<file path="src/rtl/if_prefetch_if.sv">
// if_prefetch bus: IMEM fetch port, redirect input and IF/ID handshake.
// out_misalign exists only with MINA_PREFETCH_ALIGN_CHECK_EN.
interface if_prefetch_if;
  logic [31:0] imem_addr;
  logic [31:0] imem_data;
  logic        redirect_valid;
  logic [31:0] redirect_ia;
  logic        out_valid;
  logic        out_ready;
  logic [31:0] out_ia;
  logic [31:0] out_ia_plus_4;
  logic [31:0] out_ir;
`ifdef MINA_PREFETCH_ALIGN_CHECK_EN
  logic        out_misalign;

  modport master (
    output imem_addr,
    input  imem_data,
    input  redirect_valid,
    input  redirect_ia,
    output out_valid,
    input  out_ready,
    output out_ia,
    output out_ia_plus_4,
    output out_ir,
    output out_misalign
  );

  modport slave (
    input  imem_addr,
    output imem_data,
    output redirect_valid,
    output redirect_ia,
    input  out_valid,
    output out_ready,
    input  out_ia,
    input  out_ia_plus_4,
    input  out_ir,
    input  out_misalign
  );
`else
  modport master (
    output imem_addr,
    input  imem_data,
    input  redirect_valid,
    input  redirect_ia,
    output out_valid,
    input  out_ready,
    output out_ia,
    output out_ia_plus_4,
    output out_ir
  );

  modport slave (
    input  imem_addr,
    output imem_data,
    output redirect_valid,
    output redirect_ia,
    input  out_valid,
    output out_ready,
    input  out_ia,
    input  out_ia_plus_4,
    input  out_ir
  );
`endif
endinterface

</file>
<file path="src/rtl/if_prefetch.sv">
// Instruction prefetch queue between IMEM and IF/ID.
// Optional misaligned-redirect marker: MINA_PREFETCH_ALIGN_CHECK_EN.
module if_prefetch #(
  parameter int unsigned DEPTH      = 4,
  parameter logic [31:0] INITIAL_IA = 32'h0000_0000
) (
  input  logic          clk,
  input  logic          rst_n,
  if_prefetch_if.master bus
);

  localparam int unsigned PW = $clog2(DEPTH);
  localparam int unsigned CW = PW + 1;
  localparam logic [CW-1:0] FULL = CW'(DEPTH);

  typedef struct packed {
    logic [31:0] ia;
    logic [31:0] ir;
  } ent_t;

  ent_t          r_buf [DEPTH];
  logic [31:0]   r_fetch_ia;
  logic [PW-1:0] r_rd_ptr;
  logic [PW-1:0] r_wr_ptr;
  logic [CW-1:0] r_count;

  logic          w_valid;
  logic          w_full;
  logic          w_pop;
  logic          w_push;
  logic          w_fetch_en;
  logic          w_mark;
  logic [31:0]   w_redir_ia;
  ent_t          w_head;
  ent_t          w_new;

`ifdef MINA_PREFETCH_ALIGN_CHECK_EN
  typedef enum logic [1:0] {
    S_FETCH,
    S_MARK,
    S_HALT
  } st_t;

  st_t  r_state;
  st_t  w_state_nxt;
  logic r_mis [DEPTH];

  always_ff @(posedge clk) begin
    if (!rst_n) r_state <= S_FETCH;
    else        r_state <= w_state_nxt;
  end

  always_comb begin
    w_state_nxt = r_state;
    unique case (1'b1)
      bus.redirect_valid:
        w_state_nxt = (|bus.redirect_ia[1:0]) ? S_MARK : S_FETCH;
      (r_state == S_MARK) && w_push:
        w_state_nxt = S_HALT;
      default: ;
    endcase
  end

  always_comb begin
    w_fetch_en = (r_state == S_FETCH);
    w_mark     = (r_state == S_MARK);
  end

  assign w_redir_ia = bus.redirect_ia;

  always_ff @(posedge clk) begin
    if (w_push) r_mis[r_wr_ptr] <= w_mark;
  end

  assign bus.out_misalign = w_valid & r_mis[r_rd_ptr];
`else
  assign w_fetch_en = 1'b1;
  assign w_mark     = 1'b0;
  // Low address bits are dropped: redirects always fetch word-aligned.
  assign w_redir_ia = bus.redirect_ia & 32'hFFFF_FFFC;
`endif

  assign w_valid = (r_count != '0);
  assign w_full  = (r_count == FULL);
  assign w_pop   = w_valid & bus.out_ready & ~bus.redirect_valid;
  assign w_push  = ~bus.redirect_valid & (w_fetch_en | w_mark)
                 & (~w_full | w_pop);

  assign w_new.ia = r_fetch_ia;
  assign w_new.ir = w_mark ? 32'h0 : bus.imem_data;

  always_ff @(posedge clk) begin
    if (w_push) r_buf[r_wr_ptr] <= w_new;
  end

  always_ff @(posedge clk) begin
    if (!rst_n) begin
      r_fetch_ia <= INITIAL_IA;
      r_rd_ptr   <= '0;
      r_wr_ptr   <= '0;
      r_count    <= '0;
    end else if (bus.redirect_valid) begin
      r_fetch_ia <= w_redir_ia;
      r_rd_ptr   <= '0;
      r_wr_ptr   <= '0;
      r_count    <= '0;
    end else begin
      if (w_push) begin
        r_wr_ptr <= r_wr_ptr + PW'(1);
        if (w_fetch_en) r_fetch_ia <= r_fetch_ia + 32'd4;
      end
      if (w_pop) r_rd_ptr <= r_rd_ptr + PW'(1);
      unique case ({w_push, w_pop})
        2'b10:   r_count <= r_count + CW'(1);
        2'b01:   r_count <= r_count - CW'(1);
        default: ;
      endcase
    end
  end

  assign w_head = r_buf[r_rd_ptr];

  assign bus.imem_addr     = r_fetch_ia;
  assign bus.out_valid     = w_valid;
  assign bus.out_ia        = w_valid ? w_head.ia : 32'h0;
  assign bus.out_ia_plus_4 = w_valid ? w_head.ia + 32'd4 : 32'h0;
  assign bus.out_ir        = w_valid ? w_head.ir : 32'h0;

endmodule

</file>
<file path="src/flat_wrapper.sv">
// flat-port wrapper written by rule: the top's interface ports become plain ports
module if_prefetch_flat 
#(
  parameter int unsigned DEPTH      = 4,
  parameter logic [31:0] INITIAL_IA = 32'h0000_0000
)
  (clk, rst_n, bus_imem_addr, bus_imem_data, bus_redirect_valid, bus_redirect_ia, bus_out_valid, bus_out_ready, bus_out_ia, bus_out_ia_plus_4, bus_out_ir);
  if_prefetch_if bus_i ();
  input  logic clk;
  input  logic rst_n;
  output wire logic [$bits(bus_i.imem_addr)-1:0] bus_imem_addr;
  input wire logic [$bits(bus_i.imem_data)-1:0] bus_imem_data;
  input wire logic [$bits(bus_i.redirect_valid)-1:0] bus_redirect_valid;
  input wire logic [$bits(bus_i.redirect_ia)-1:0] bus_redirect_ia;
  output wire logic [$bits(bus_i.out_valid)-1:0] bus_out_valid;
  input wire logic [$bits(bus_i.out_ready)-1:0] bus_out_ready;
  output wire logic [$bits(bus_i.out_ia)-1:0] bus_out_ia;
  output wire logic [$bits(bus_i.out_ia_plus_4)-1:0] bus_out_ia_plus_4;
  output wire logic [$bits(bus_i.out_ir)-1:0] bus_out_ir;
  assign bus_imem_addr = bus_i.imem_addr;
  assign bus_i.imem_data = bus_imem_data;
  assign bus_i.redirect_valid = bus_redirect_valid;
  assign bus_i.redirect_ia = bus_redirect_ia;
  assign bus_out_valid = bus_i.out_valid;
  assign bus_i.out_ready = bus_out_ready;
  assign bus_out_ia = bus_i.out_ia;
  assign bus_out_ia_plus_4 = bus_i.out_ia_plus_4;
  assign bus_out_ir = bus_i.out_ir;
  if_prefetch #(.DEPTH(DEPTH), .INITIAL_IA(INITIAL_IA)) u_core (.clk(clk), .rst_n(rst_n), .bus(bus_i));
endmodule
</file>
<file path="config.mk">
export PLATFORM = sky130hd
export DESIGN_NAME = if_prefetch_flat
export DESIGN_NICKNAME = d
export VERILOG_FILES = /design/src/rtl/if_prefetch_if.sv /design/src/rtl/if_prefetch.sv /design/src/flat_wrapper.sv
export SDC_FILE = /design/constraint.sdc
export NUM_CORES = 1
export LEC_CHECK = 0
export CORE_UTILIZATION = 40
export CTS_CLUSTER_DIAMETER = 120
export DETAILED_ROUTE_END_ITERATION = 10
export PLACE_DENSITY = 0.77
export SETUP_SLACK_MARGIN = 0.5
export SLEW_MARGIN = 20
export SYNTH_ARGS = -nofsm -noshare
export SYNTH_HDL_FRONTEND = slang
export SYNTH_SLANG_ARGS = --single-unit
</file>
<file path="constraint.sdc">
create_clock -name clk -period 2.85 [get_ports clk]
set_input_delay 0.285 -clock clk [delete_from_list [all_inputs] [get_ports clk]]
set_output_delay 0.285 -clock clk [all_outputs]
set_load 0.05 [all_outputs]
</file>
# Yosys cells after proc, flatten, opt, wreduce, memory -nomap -nowiden
# Memories as Yosys holds them, arrays and structs flattened. A register that Yosys moved wholly into a read port is not among the register bits.
# Cells that the tools add are included.
# classes
eq_ne	3
reduce_logical	4
add_sub_neg	6
muxes	10
bitwise_logic	7
# ops
cell	n
$mux W32	5
$add A32 B3 Y32 const B	2
$pmux W3 S2	1
$add A2 B1 Y2 const B	2
$mux W2	2
$reduce_bool A2 Y1	2
$add A3 B1 Y3 const B	1
$and A1 B1 Y1	3
$eq A3 B3 Y1 const B	1
$not A1 Y1	3
$reduce_bool A3 Y1	1
$sub A3 B1 Y3 const B	1
$eq A2 B1 Y1 const B	1
$eq A2 B2 Y1 const B	1
$mux W1	2
$reduce_or A2 Y1	1
$or A1 B1 Y1	1
# word_totals
input_bits	68
elab_cells	36
out_inout_bits	129
ramBits	256
mem_count	1
register_bits	39
# mem_list
memory	depth	width	read_ports	rd_clocked_by_memory_dff	write_ports	line_no	rtl
u_core.r_buf	4	64	1	1	1	if_prefetch.sv:21	ent_t r_buf [DEPTH];

# Longest topological paths before layout
# depth
depth_word	7
ltp_mapped	10
mapped_depth_nobuf	10

# Least setup slack after synthesis
# OpenSTA, ideal clock, no wires.
# synth_timing
kind	register -> output
from	register (tool-made name)
to	output port bus_out_ia_plus_4[30]
arrival_time_ns	2.754
path_stages_with_launch	10
required_ns	2.565
slack_ns	-0.189
n_path_buf	2
path_cell_list	dfxtp_1 -> buf_6 -> mux4_2 -> ha_1 -> nor2b_1 -> a2bb2oi_1 -> or4_1 -> buf_2 -> nor4_2 -> mux2_1
# synth_rtl
item	line_no	rtl
to (decl)	flat_wrapper.sv:18	output wire logic [$bits(bus_i.out_ia_plus_4)-1:0] bus_out_ia_plus_4;

==> results.yml <==
global_routing:
  grt-ovfl-total: 0
  antenna_found_initial: 0
  grt_pass1_vias: 8128
  grtUsageTotal: 0.194
  grt_max_degree: 63
  grt_first_pass_wirelength_mm: 46.1
floorplan:
  fp.dieArea_mm2: 0.0316
  die_h_um: 178
  initial_core_util: 0.405
  coreArea_mm2: 0.0305
  die_x_um: 178
  top_level_ports: 197
  rows: 64
synth:
  yosysSeqAreaShare: 0.665
  synthArstFlopShare: 0
  synth_cells: 792
  avgSynthCellArea_um2: 15.6
  synth_area_mm2: 0.0124
  ys_top_cells_by_area: "edfxtp_1 (60%), mux4_2 (11%), dfxtp_1 (6.3%), and2_1 (3.5%), mux2_2 (1.8%)"
  ys_types: 47
  synth_top_area_cell: "edfxtp_1"
  yosysWarningCount: 0
  ys_top_cells_by_count: "edfxtp_1 (248), and2_1 (70), mux4_2 (62), nor2_1 (45), dfxtp_1 (39)"
  ys_ff_latch: 287
  synthDominantCellAreaShare: 0.602
  synth.most_common_cell: "edfxtp_1"
  synth_flop_cell: "edfxtp_1"
  synth_edf_count: 248
detailed_routing:
  drtPass1Iterations: 7
  viasPerCell: 5.40
  detail_route.iter0.violations: 538
  drc: 0
  vias: 7994
  wl_per_cell_um: 21.6
  wl_mm: 32.0
  final_antenna_net_count: 0
cts:
  cts_buffers: 29
  insertion_delay_ps: 550
  cts_hold_buf: 0
  path_clk_slew_ps: 60
  cts-htree-levels: 1
  clock_path_buffers: 3
  clock-sinks: 287
  cts_root_buffer: "clkbuf_16"
  cts_tree: "built"
power_and_ir_drop:
  sw_frac_of_total: 0.243
  pwr-share-seq: 0.475
  power_uw: 10200
  clock_power_share: 0.388
  power_density_mw_per_mm2: 569
  p_int_uw: 7690
  p_leak_uw: 0.00647
  p_sw_uw: 2470
  combPwrFrac: 0.137
  ir_worst_vdd_mv: 0.428
sta:
  grt_setup_unrepaired: "yes"
  tightest_slew_ps: 644
  hold_viol_final: 0
  setup_viol: 23
  fmax_mhz: 300
  maxSlewViolCount: 0
  clock_skew_ps: 16.7
  setup_ws_ps: -479
  fin_crit_ps: 3330
  slew-limit-headroom: 0.570
  period_share: 1.17
critical_path:
  crit_buf_inv: 2
  reg2reg_depth: 5
  r2r_end: "u_core.bus.imem_addr[31]$_SDFFE_PN0P_"
  cp_slowest_cell: "or4_4"
  critPathMaxStageDelay_ps: 500
  path_cells: "mux4_2 -> ha_4 -> nor2b_4 -> a2bb2oi_2 -> or4_4 -> buf_12 -> nor4_4 -> mux2_4 -> buf_6"
  critPathRequiredTime_ps: 2570
  setup.worst_path.start_class: "register"
  setup.worst_path.class: "register to primary output"
  rr_startpoint: "u_core.bus.imem_addr[8]$_SDFFE_PN0P_"
  worstPathArrival_ps: 3040
  path_delay_family: "simple AND/OR/NAND/NOR gates"
  ff2ff_setup_slack_ps: 590
  endpoint_kind: "primary output"
  cp_max_fo: 9
place:
  routabilityCongestion: 0.776
  io_buffers: 188
  postPlaceCellArea_mm2: 0.0151
  hpwl_mm: 18.8
layout:
  fill_cells: 2184
  areaGrowthSynthToFinish_pct: 44.3
  stdcell_area_mm2: 0.0178
  drive_gt1_frac: 0.426
  nNetsFinal: 1139
  antenna_cells: 0
worst_hold_path:
  min-delay-start: "bus_redirect_ia[15]"
  hp-class: "input pin to register"
  min_to: "u_core.bus.imem_addr[15]$_SDFFE_PN0P_"
  min_path_cells: 3
flow_run:
  cap_violations: 0
outcome:
  violations: "negative setup slack"
  status: "finished with violations"
-- flip-flops by register name, summed over array words and instances (netlist names), named ones only --
signal and flops:
u_core.r_buf 248, u_core.bus.imem_addr 30, u_core.r_count 3, u_core.r_rd_ptr 2
u_core.r_wr_ptr 2
-- worst min-delay path, delay by kind of cell --
family	cells	cell delay, ps
AOI/OAI and AO/OA	2	190
buffers and inverters	1	400
-- metrics by stage --
stage	setup WS [ps]	cells	util	setup TNS, ps	hold slack [ps]
after detailed placement	-65.8	1376	0.496	-167	495
after CTS	-450	1468	0.568	-8550	350
after global routing	-565	1481	0.585	-10480	371
final	-479	1481	0.585	-8450	367
after global placement	13.6	1376	0.496	0	480
after floorplan	192	797	-	0	384
-- cell type report --
cell class,instances,area (µm²),area share
Multi-Input combinational cell,444,4580,0.256
Inverter,20,82.6,0.00463
Sequential cell,287,8270,0.463
Clock inverter,17,203,0.0114
Tap cell,396,495,0.0278
Timing Repair Buffer,280,3410,0.191
Clock buffer,37,806,0.0452
-- per-layer routing --
| layer | up-vias | part of all wire | global-route usage |
|---|---|---|---|
| li1 | 3592 | - | - |
| met1 | 4048 | 0.41 | 0.253 |
| met2 | 292 | 0.50 | 0.334 |
| met3 | 62 | 0.052 | 0.0268 |
| met4 | 0 | 0.033 | 0.0634 |
| met5 | - | 0 | 0 |
-- cell families (layout without fill, tap and decap cells) --
logic type	count (synthesis)	count (layout)	synth area share
other cells	1	6	0.000303
buf+inv	66	354	0.0252
mux	88	88	0.136
fa+ha+maj	9	9	0.00910
simple gates	243	243	0.106
compound gates	72	72	0.0396
flops	287	287	0.665
xor+xnor	26	26	0.0184
-- what timing repair did --
item / CTS / global route
endpoints found under the setup margin: 97 / 132
setup buffers: 33 / 12
cloned: 5 / 1
pin swaps: 22 / 23
hold endpoints to repair: 0 / 0
gates resized for setup: 207 / 119
-- cell usage in the layout (no fill, tap or decap), types with 23 or more instances in the layout --
| cell | count |
|---|---|
| o21ai_0 | 27 |
| clkbuf_16 | 30 |
| edfxtp_1 | 248 |
| nand2_1 | 26 |
| buf_12 | 23 |
| buf_8 | 56 |
| buf_6 | 59 |
| clkdlybuf4s50_1 | 91 |
| mux4_2 | 62 |
| nor2_1 | 38 |
| buf_4 | 40 |
| and2_4 | 57 |
-- how the worst max path moves through the flow --
stage / from / to / cells past startpoint
after detailed placement: register / bus_out_ia_plus_4[13] / 8
after floorplan: register / bus_out_ia_plus_4[22] / 9
after global placement: register / bus_out_ia_plus_4[11] / 8
after global routing: register / bus_out_ia_plus_4[22] / 9
after CTS: register / bus_out_ia_plus_4[22] / 9
final: register / bus_out_ia_plus_4[22] / 9
-- power by group through the flow --
stage	logic (µW)	clock network (µW)	registers (µW)
floorplan	613	0	4970
global placement	1130	0	4900
detailed placement	1140	0	4910
CTS	1300	4010	4820
global route	1460	4170	4840
finish	1390	3940	4820
No activity file was read; power rests on OpenSTA's default activity.
